`src/rtl/sipo_pkg.sv`:
```
// sipo_pkg: shared constants, bit-order type and counter-width helper for the SIPO deserializer
package sipo_pkg;

    localparam int SIPO_DEFAULT_WIDTH = 32;

    typedef enum logic {
        LSB_FIRST,
        MSB_FIRST
    } bit_order_e;

    function automatic int cnt_w(input int width);
        return $clog2(width + 1);
    endfunction

endpackage

```
`src/rtl/sipo_shift_core.sv`:
```
// sipo_shift_core: WIDTH-bit shift register with enable and clear; exposes the next shifted value
module sipo_shift_core
    import sipo_pkg::*;
#(
    parameter int         WIDTH = SIPO_DEFAULT_WIDTH,
    parameter bit_order_e ORDER = LSB_FIRST
) (
    input  logic             clk,
    input  logic             rst,
    input  logic             en_i,
    input  logic             clr_i,
    input  logic             bit_i,
    output logic [WIDTH-1:0] q_o,
    output logic [WIDTH-1:0] nxt_o
);

    logic [WIDTH-1:0] shift_d, shift_q;

    assign nxt_o = (ORDER == MSB_FIRST) ? {shift_q[WIDTH-2:0], bit_i} : {bit_i, shift_q[WIDTH-1:1]};
    assign q_o   = shift_q;

    // clear wins over shifting so a restart drops the incoming bit
    always_comb begin
        shift_d = clr_i ? '0 : (en_i ? nxt_o : shift_q);
    end

    // shift register state
    always_ff @(posedge clk or negedge rst) begin
        if (!rst) shift_q <= '0;
        else      shift_q <= shift_d;
    end

endmodule

```
`src/rtl/sipo_deserializer.sv`:
```
// sipo_deserializer: serial-in/parallel-out deserializer with holding register and valid/ready output
// Define SIPO_PARITY_EN to append a parity bit to each frame and report par_err.
module sipo_deserializer
    import sipo_pkg::*;
#(
    parameter int WIDTH      = SIPO_DEFAULT_WIDTH,
    parameter int MSB_FIRST  = 0,
    parameter int PARITY_ODD = 0
) (
    input  logic                     clk,
    input  logic                     rst,
    input  logic                     shift,
    input  logic                     serial_in,
    output logic                     in_ready,
    input  logic                     restart,
    output logic [WIDTH-1:0]         shift_q,
    output logic [cnt_w(WIDTH)-1:0]  bit_cnt,
    output logic [WIDTH-1:0]         out_data,
    output logic                     out_valid,
`ifdef SIPO_PARITY_EN
    output logic                     par_err,
`endif
    input  logic                     out_ready
);

    localparam int CW = cnt_w(WIDTH);
`ifdef SIPO_PARITY_EN
    localparam int FRAME = WIDTH + 1;
`else
    localparam int FRAME = WIDTH;
`endif
    localparam logic [CW-1:0] LAST  = CW'(FRAME - 1);
    localparam bit_order_e    ORDER = (MSB_FIRST != 0) ? sipo_pkg::MSB_FIRST : sipo_pkg::LSB_FIRST;

    if (WIDTH < 2 || WIDTH > 64 || PARITY_ODD < 0 || PARITY_ODD > 1) begin : g_bad_cfg
        $error("sipo_deserializer: unsupported WIDTH or PARITY_ODD");
    end

    logic [CW-1:0]    cnt_d, cnt_q;
    logic [WIDTH-1:0] data_d, data_q, nxt, word;
    logic             valid_d, valid_q, accept, complete;

    // only the completing bit stalls, and only while the held word is unconsumed
    assign in_ready = !(cnt_q == LAST && valid_q && !out_ready);
    assign accept   = shift && in_ready;
    assign complete = accept && !restart && cnt_q == LAST;

    sipo_shift_core #(
        .WIDTH (WIDTH),
        .ORDER (ORDER)
    ) u_core (
        .clk   (clk),
        .rst   (rst),
        .en_i  (accept && !restart),
        .clr_i (restart || complete),
        .bit_i (serial_in),
        .q_o   (shift_q),
        .nxt_o (nxt)
    );

`ifdef SIPO_PARITY_EN
    // the parity bit is checked, not stored: the word is already complete in the shift register
    assign word = shift_q;

    logic par_d, par_q;

    // parity result follows the same capture/hold rule as out_data
    always_comb begin
        par_d = complete ? (^shift_q ^ serial_in ^ 1'(PARITY_ODD)) : par_q;
    end

    // parity error register
    always_ff @(posedge clk or negedge rst) begin
        if (!rst) par_q <= 1'b0;
        else      par_q <= par_d;
    end

    assign par_err = par_q;
`else
    // the completing data bit is folded in on the same edge the word is captured
    assign word = nxt;
`endif

    // frame counter, holding register and output handshake next state
    always_comb begin
        cnt_d   = (restart || complete) ? '0 : (accept ? cnt_q + 1'b1 : cnt_q);
        data_d  = complete ? word : data_q;
        valid_d = complete || (valid_q && !out_ready);
    end

    // frame counter and holding register state
    always_ff @(posedge clk or negedge rst) begin
        if (!rst) begin
            cnt_q   <= '0;
            data_q  <= '0;
            valid_q <= 1'b0;
        end else begin
            cnt_q   <= cnt_d;
            data_q  <= data_d;
            valid_q <= valid_d;
        end
    end

    assign bit_cnt   = cnt_q;
    assign out_data  = data_q;
    assign out_valid = valid_q;

endmodule

```
`config.mk`:
```
export PLATFORM = sky130hd
export DESIGN_NAME = sipo_deserializer
export DESIGN_NICKNAME = d
export VERILOG_FILES = /design/src/rtl/sipo_pkg.sv /design/src/rtl/sipo_shift_core.sv /design/src/rtl/sipo_deserializer.sv
export SDC_FILE = /design/constraint.sdc
export NUM_CORES = 1
export LEC_CHECK = 0
export BUFFER_PORTS_ARGS = -buffer_cell sky130_fd_sc_hd__buf_2
export CAP_MARGIN = 40
export CORE_ASPECT_RATIO = 1.4
export CORE_MARGIN = 2
export CORE_UTILIZATION = 51
export DETAILED_ROUTE_END_ITERATION = 10
export PLACE_DENSITY = 0.81
export SYNTH_ARGS = -nofsm -noshare
export SYNTH_HDL_FRONTEND = slang
export SYNTH_SLANG_ARGS = --single-unit
```
`constraint.sdc`:
```
create_clock -name clk -period 2.1 [get_ports clk]
set_clock_uncertainty 0.05 [all_clocks]
set_input_delay 0.105 -clock clk [delete_from_list [all_inputs] [get_ports clk]]
set_output_delay 0.105 -clock clk [all_outputs]
set_load 0.01 [all_outputs]
```
==> Word-level counts from Yosys, hierarchy flattened <==
Cells that the tools add are included.
{ "word_totals": {"in_bits": 6, "output_inout_bits": 72, "wordCells": 23, "register_bits": 71} }
{ "classes": {"mux": 4, "add_sub_neg": 1, "n_eq_ne": 1, "n_reduce_logical": 13} }
{ "ops": {"columns": ["op", "n"], "rows": [
  ["$mux 32", 2],
  ["$mux 6", 2],
  ["$add 6x1->6 const B", 1],
  ["$eq 6x5->1 const B", 1],
  ["$logic_and 1x1->1", 6],
  ["$reduce_bool 2->1", 2],
  ["$logic_not 1->1", 3],
  ["$logic_or 1x1->1", 2]
]} }

==> Longest topological paths before layout <==
Gate-level depths: netlist (run 1).
{ "logic_depth": {"word_depth": 9, "depth_mapped": 7, "depth_no_buf": 5} }

==> Hierarchy <==
From an unflattened synthesis (run 1), not the netlist that was laid out.
{ "unflattened": {"cells_unflattened": 247, "area_unflattened_um2": 3201.8} }
{ "modules_own_cells": {"columns": ["mod", "area_each_um2", "cells_each", "instances", "seq_area_each_um2"], "rows": [
  ["sipo_deserializer", 1637.8, 112, 1, 975.9],
  ["sipo_shift_core", 1564.0, 135, 1, 800.8]
]} }

==> Worst setup path after synthesis (run 1) <==
No wires, ideal clock.
{ "synth_path": {"kind": "register to register", "startpoint": "register cnt_q[0], in the netlist bit_cnt[0]", "endpoint": "register data_q[10], in the netlist out_data[10]", "path_stages_with_launch": 6, "synth_period_minus_slack_ns": 1.858, "arrival_ns": 1.680, "setup_slack_ns": 0.242, "n_path_buf": 1, "required_ns": 1.922, "setup_time_ns": 0.128, "cell_sequence": "dfrtp_1 ha_1 nand4_1 nor4_4 buf_4 mux2_1"} }
{ "synth_between": {"elab_chain_cells": 7} }
{ "synth_rtl": {"columns": ["element", "line", "rtl"], "rows": [
  ["from (decl)", "sipo_deserializer.sv:39", "logic [CW-1:0] cnt_d, cnt_q;"],
  ["from (signal assigned)", "sipo_deserializer.sv:98", "cnt_q <= cnt_d;"],
  ["$eq 6x5->1 (*)", "sipo_deserializer.sv:44, sipo_deserializer.sv:46", null],
  ["$logic_and 1x1->1 (2 in series)", "sipo_deserializer.sv:44", "assign in_ready = !(cnt_q == LAST && valid_q && !out_ready);"],
  ["$logic_not 1->1", "sipo_deserializer.sv:44", null],
  ["$logic_and 1x1->1", "sipo_deserializer.sv:45", "assign accept = shift && in_ready;"],
  ["$logic_and 1x1->1", "sipo_deserializer.sv:46", "assign complete = accept && !restart && cnt_q == LAST;"],
  ["$logic_and 1x1->1 (*)", "sipo_deserializer.sv:46", null],
  ["to (signal assigned)", "sipo_deserializer.sv:99", "data_q <= data_d;"],
  ["to (decl)", "sipo_deserializer.sv:40", "logic [WIDTH-1:0] data_d, data_q, nxt, word;"]
]} }
Every way passes the cells marked *; elsewhere a longest branch is shown, timed or not.
A chain may end at the register's enable or synchronous reset.

==> Worst setup path after layout (run 1) <==
{ "layout_path": {"startpoint": "register cnt_q[1], in the netlist bit_cnt[1]", "endpoint": "register data_q[27], in the netlist out_data[27]"} }
Same word-level chain as after synthesis.

==> reports/metrics.csv, run 1 <==
stage,metric,value,unit
outcome,status,completed,
yosys,synthArstFlopShare,100,%
power,ir_drop,0.565,mV
finish,finalNetCount,283,
finish,fill_cells,388,
sta,fin_crit,1.92,ns
critical_path,setup.worst_path.end_class,flip-flop,
min_path,min_to,u_core.q_o[5]$_DFFE_PN0P_,
global_routing,grt_max_degree,72,
clock_tree,cts.path.max_buffers,2,
clock_tree,clkLatencyLatePin,0.35,ns
finish,fin_area,3490,µm²
critical_path,reg2reg_slack,0.18,ns
clock_tree,clkTransAtPathRegs,0.07,ns
yosys,synth_ff_type,dfrtp_1,
finish,areaGrowthSynthToFinish,26.3,%
clock_tree,cts_made_buffers,9,
clock_tree,root_buffer,clkbuf_8,
drt,via_count,1909,
global_routing,grt_pass1_wl,9.00,mm
min_path,min_from,shift,
critical_path,arrival,2.10,ns
critical_path,worst-path-buf-inv,2,
critical_path,r2r-start,bit_cnt[1]$_DFFE_PN0P_,
sta,maxSlewHeadroom,65.5,%
floorplan,dieArea,6030,µm²
sta,worstMarginPinSlew,0.517,ns
critical_path,cpPeakStageDelay,0.42,ns
yosys,syn_avg_cell_area,14.6,µm²
floorplan,die_w,66.2,µm
yosys,synth_warnings,0,
sta,hold_violations,0,
drt,wl,5.49,mm
power,leakage,1.95,nW
floorplan,ios,78,
yosys,yosysSeqAreaShare,64.3,%
global_routing,grt_usage,20.1,%
drt,routed_via_density,5.50,
drt,drtAntennaViolNets,0,
sta,fin_tns_setup,0,ns
clock_tree,cts_tree,built,
power,p_per_area,767,nW/µm²
min_path,hp-class,input pin to flip-flop,
placed_design,pre_cts_slack,0.134,ns
placed_design,gp_congestion,0.853,
critical_path,rr_endpoint,out_data[27]$_DFFE_PN0P_,
yosys,syn_area,2760,µm²
yosys,synth-seq-cells,71,
floorplan,row_count,31,
clock_tree,cts.htree.levels,3,
critical_path,cp_top_family,buffers and inverters,
finish,antenna_cells,0,
floorplan,core_area,5200,µm²
finish,drive_gt1_share,39.5,%
yosys,yosysMostFrequentCell,dfrtp_1,
yosys,ys_top_cells_by_count,"71 x dfrtp_1, 29 x mux2_1, 28 x a22o_1",
placed_design,dp_hpwl,3.74,mm
critical_path,cp_max_fo,14,
sta,setup_violations,0,
placed_design,place_area,3240,µm²
global_routing,antenna_found_initial,0,
critical_path,crit_top_cell,buf_4,
drt,first_pass_iters,4,
sta,fmax,520,MHz
critical_path,rr_worst_depth,6,
placed_design,portBuffers,77,
yosys,yosys-top-cells-area,"dfrtp_1 64%, mux2_1 12%, a22o_1 8.9%",
critical_path,critPathLaunchType,flip-flop,
floorplan,start_util,53.2,%
critical_path,worstSetupStartpoint,bit_cnt[1]$_DFFE_PN0P_,
sta,worst_slack,0.178,ns
clock_tree,clock-sinks,71,
global_routing,grt_pass1_vias,1825,
critical_path,crit_type,flip-flop to flip-flop,
floorplan,die_height,91.1,µm
global_routing,overflow,0,
yosys,synth_cells,189,
sta,slew_violations,0,
critical_path,crit_chain,"ha_1, nand4_1, buf_4, nor4_4, buf_4, mux2_1",
critical_path,critical_path_required,2.28,ns
sta,fin_crit_sh,91.5,%
drt,drtIter0Drc,103,
min_path,holdPathStages,4,
yosys,synth_top_area_share,64.3,%
critical_path,cp_slowest_cell,dfrtp_1,
drt,wl_per_cell,15.8,µm
yosys,synth_enable_flop_cells,0,
drt,post-route-drc-count,0,
yosys,yosysTopAreaCell,dfrtp_1,
yosys,syn_nets,196,
yosys,ys_types,29,
run,cap_violations,0,
sta,rsz0062_at_grt,false,
## cell usage in the layout (no fill, tap or decap)
cell type / count
clkinv_2: 1
nor3b_1: 1
mux2_1: 29
nand2_2: 1
clkbuf_1: 2
o31ai_1: 1
a21o_1: 1
a21oi_1: 9
a21oi_2: 1
buf_12: 1
and4_4: 1
dlygate4sd3_1: 2
nand2b_1: 1
xnor2_1: 2
nor3_1: 1
dfrtp_1: 71
nand4_1: 4
nor3b_2: 1
nand2_1: 6
nor2_2: 1
buf_6: 1
a21bo_4: 1
nand3_1: 6
buf_4: 5
bufinv_16: 2
a22o_1: 28
mux2_2: 4
or4_1: 1
buf_2: 77
nor4_4: 1
nor2b_1: 1
nor2_1: 3
clkbuf_8: 11
ha_1: 1
or2_2: 1
buf_8: 1
## routing by layer
| metal | GRT usage [%] | up-vias | part of all wire [%] |
|---|---|---|---|
| li1 | - | 878 | - |
| met1 | 26.3 | 961 | 43 |
| met2 | 29.2 | 60 | 48 |
| met3 | 8.18 | 10 | 6.7 |
| met4 | 9.18 | 0 | 2.3 |
| met5 | 0 | - | 0 |
## how the worst max path moves through the flow
stage          depth (start not counted)                  endpoint
2_1_floorplan                          5  out_data[10]$_DFFE_PN0P_
3_3_place_gp                           5    bit_cnt[0]$_DFFE_PN0P_
3_5_place_dp                           6   out_data[0]$_DFFE_PN0P_
4_1_cts                                6   out_data[0]$_DFFE_PN0P_
5_1_grt                                6  out_data[27]$_DFFE_PN0P_
6_report                               6  out_data[27]$_DFFE_PN0P_
## layout make-up
class	instances	area [µm²]	area share (%)
well taps	66	82.6	2.37
flip-flops and latches	71	1780	50.9
clock buffers	13	159	4.55
multi-input cells	107	917	26.3
repair buffers	87	489	14.0
clock inverters	3	65.1	1.86
## sequential cells by signal, summed over array words and instances, names as in the netlist
name / cells
bit_cnt: 6
out_valid: 1
u_core.q_o: 32
out_data: 32
## worst min-delay path, delay by kind of cell
kind / cells / cell delay, ns
simple gates: 1 / 0.07
buf+inv: 2 / 0.30
compound gates: 1 / 0.05
## repair_timing
item                                    CTS  global route
buffers inserted                          0             0
endpoints found under the setup margin    0            17
hold endpoints to repair                 73             0
resized for setup                         0             1
hold buffers                              2             0
## kinds of logic (layout without fill, tap and decap cells)
group / count (synthesis) / count (layout) / synth area share, %
flip-flops: 71 / 71 / 64.3
multiplexers: 33 / 33 / 13.5
AO/OA/AOI/OAI: 41 / 41 / 12.0
adder cells (fa/ha/maj): 1 / 1 / 0.453
AND/OR/NAND/NOR: 30 / 30 / 6.61
buffers and inverters: 11 / 103 / 2.58
XOR/XNOR: 2 / 2 / 0.634
## power breakdown
group | internal [mW] | leakage (nW) | total [mW] | switching (mW)
combinational | 0.0313 | 0.850 | 0.0952 | 0.0639
clock | 0.733 | 0.114 | 1.20 | 0.466
sequential | 1.37 | 0.989 | 1.38 | 0.00781
total | 2.14 | 1.95 | 2.68 | 0.538
## through the flow
step / hold WS, ns / power [mW] / utilization, % / instances
4_1_cts: 0.154 / 2.70 / 67.1 / 347
2_1_floorplan: -0.241 / 1.45 / - / 189
3_3_place_gp: 0.102 / 1.50 / 62.1 / 328
5_1_grt: 0.164 / 2.77 / 67.1 / 347
3_5_place_dp: 0.105 / 1.50 / 62.4 / 329
6_report: 0.179 / 2.68 / 67.1 / 347
Note: power is estimated with default switching activity, not from simulation.
==> run 2, diff against run 1 <==
--- a/config.mk
+++ b/config.mk
@@ -6,12 +6,13 @@
 export NUM_CORES = 1
 export LEC_CHECK = 0
 export BUFFER_PORTS_ARGS = -buffer_cell sky130_fd_sc_hd__buf_2
-export CAP_MARGIN = 40
+export CAP_MARGIN = 20
 export CORE_ASPECT_RATIO = 1.4
 export CORE_MARGIN = 2
-export CORE_UTILIZATION = 51
+export CORE_UTILIZATION = 53
 export DETAILED_ROUTE_END_ITERATION = 10
-export PLACE_DENSITY = 0.81
+export PLACE_DENSITY = 0.82
 export SYNTH_ARGS = -nofsm -noshare
 export SYNTH_HDL_FRONTEND = slang
+export SYNTH_HIERARCHICAL = 1
 export SYNTH_SLANG_ARGS = --single-unit
==> reports/metrics.csv, run 2 <==
stage,metric,value,unit
critical_path,cp_max_fo,20,
clock_tree,post_cts_buffers,0,
clock_tree,clock-sinks,71,
placed_design,dp_hpwl,3.86,mm
yosys,synth-seq-cells,71,
critical_path,cpPeakStageDelay,0.41,ns
floorplan,dieArea,6690,µm²
yosys,synth_ff_type,dfrtp_1,
yosys,yosysTopAreaCell,dfrtp_1,
yosys,ys_types,31,
critical_path,reg2reg_slack,0.15,ns
clock_tree,clkTransAtPathRegs,0.08,ns
critical_path,cp_slowest_cell,dfrtp_1,
clock_tree,cts_made_buffers,9,
critical_path,endpoint,out_data[12]$_DFFE_PN0P_,
sta,worstMarginPinSlew,0.498,ns
yosys,syn_area,3200,µm²
yosys,synth_enable_flop_cells,0,
critical_path,setup.worst_path.end_class,flip-flop,
critical_path,arrival,2.11,ns
critical_path,r2r-start,bit_cnt[0]$_DFFE_PN0P_,
sta,fin_crit_sh,92.9,%
global_routing,antenna_found_initial,0,
clock_tree,cts.htree.levels,3,
finish,mostFrequentLayoutCell,buf_2,
global_routing,grt_max_degree,36,
power,ir_drop,0.476,mV
clock_tree,clkLatencyLatePin,0.33,ns
run,cap_violations,0,
critical_path,worst-path-buf-inv,1,
critical_path,critical_path_required,2.26,ns
floorplan,start_util,54.6,%
sta,slew_violations,0,
global_routing,grt_pass1_vias,1900,
critical_path,rr_worst_depth,5,
drt,post-route-drc-count,0,
power,leakage,1.99,nW
sta,fin_tns_setup,0,ns
drt,wl_per_cell,15.1,µm
outcome,status,completed,
global_routing,grt_usage,17.7,%
sta,fmax,513,MHz
clock_tree,cts_tree,built,
yosys,synth_top_area_share,55.5,%
floorplan,core_area,5860,µm²
finish,areaGrowthSynthToFinish,14.7,%
power,finalPower,2.81,mW
sta,fin_crit,1.95,ns
floorplan,die_height,96.0,µm
critical_path,crit_type,flip-flop to flip-flop,
floorplan,ios,78,
yosys,yosysSeqAreaShare,55.5,%
floorplan,row_count,33,
finish,multi_input_area,1070,µm²
critical_path,worstSetupStartpoint,bit_cnt[0]$_DFFE_PN0P_,
finish,drive_gt1_share,43.4,%
yosys,syn_avg_cell_area,13.0,µm²
global_routing,overflow,0,
critical_path,rr_endpoint,out_data[12]$_DFFE_PN0P_,
drt,routed_via_density,5.22,
drt,wl,5.65,mm
power,p_per_area,765,nW/µm²
sta,hold_violations,0,
yosys,syn_nets,254,
floorplan,die_w,69.7,µm
finish,fill_cells,492,
critical_path,crit_chain,"ha_1, nand2b_1, nor4_4, buf_4, mux2_2",
global_routing,grt_pass1_wl,9.10,mm
placed_design,gp_congestion,0.809,
drt,via_count,1951,
finish,seqCellArea,1780,µm²
yosys,synth_warnings,6,
finish,finalNetCount,306,
critical_path,cp.depth,5,
clock_tree,root_buffer,clkbuf_8,
clock_tree,cts.path.max_buffers,2,
yosys,synth_cells,247,
finish,antenna_cells,0,
sta,rsz0062_at_grt,false,
placed_design,portBuffers,77,
critical_path,critPathLaunchType,flip-flop,
finish,final_cell_mix,"77 x buf_2, 71 x dfrtp_1, 33 x nor2_1, 33 x mux2i_1, 27 x mux2_2",
drt,drtIter0Drc,106,
yosys,yosysMostFrequentCell,dfrtp_1,
yosys,yosys-top-cells-area,"dfrtp_1 55%, mux2i_1 10%, mux2_2 9.5%",
sta,setup_violations,0,
drt,first_pass_iters,4,
drt,drtAntennaViolNets,0,
yosys,ys_top_cells_by_count,"71 x dfrtp_1, 33 x mux2i_1, 33 x nor2_1",
critical_path,cp_top_family,flip-flops,
yosys,synthArstFlopShare,100,%
sta,maxSlewHeadroom,66.8,%
min_path,hp-class,input pin to flip-flop,
-- run 2: how the worst min path moves through the flow --
stage,startpoint,end,slack (ns),cells past startpoint
4_1_cts,restart,bit_cnt[4]$_DFFE_PN0P_,0.008,2
5_1_grt,restart,bit_cnt[2]$_DFFE_PN0P_,0.04,2
3_5_place_dp,rst,out_data[21]$_DFFE_PN0P_,0.05,1
3_3_place_gp,rst,out_data[21]$_DFFE_PN0P_,0.03,1
2_1_floorplan,rst,bit_cnt[0]$_DFFE_PN0P_,-0.24,0
6_report,restart,bit_cnt[4]$_DFFE_PN0P_,0.03,2
-- run 2: area by class of cell --
| class | instances | area share, % |
|---|---|---|
| well taps | 70 | 2.39 |
| clock buffers | 11 | 3.85 |
| flip-flops and latches | 71 | 48.4 |
| multi-input cells | 131 | 29.1 |
| clock inverters | 5 | 2.86 |
| inverters | 1 | 0.102 |
| repair buffers | 85 | 13.3 |
-- run 2: metrics by stage --
step	area, µm²	util, %	hold WS (ns)	cells	setup slack [ns]
floorplan	3200	-	-0.241	247	0.0390
global placement	3400	58.1	0.0312	356	0.269
detailed placement	3400	58.1	0.0520	356	0.152
CTS	3670	62.6	0.00840	374	0.151
global route	3670	62.6	0.0425	374	0.0254
finish	3670	62.6	0.0262	374	0.150
-- run 2: routing by layer --
layer,up-vias,track usage (%),routed length [µm]
li1,913,-,-
met1,974,20.8,2370
met2,56,30.8,2970
met3,8,2.83,224
met4,0,10.4,91
met5,-,0,0
-- run 2: logic make-up (layout without fill, tap and decap cells) --
group	count (synthesis)	in the layout	share of synthesized area (%)
DFF	71	71	55.5
and+or+nand+nor	55	55	8.75
AOI/OAI and AO/OA	10	10	2.31
buffers and inverters	45	102	11.5
muxes	65	65	21.6
adders and majority gates	1	1	0.391
-- run 2: repair_timing --
action / in CTS / in global routing
hold buffers: 2 / 0
resized for setup: 0 / 0
endpoints found under the hold margin: 20 / 0
-- run 2: power by group --
| group | switching (mW) | total, mW | internal (mW) |
|---|---|---|---|
| clock | 0.494 | 1.32 | 0.822 |
| sequential | 0.00598 | 1.38 | 1.37 |
| combinational | 0.0724 | 0.115 | 0.0430 |
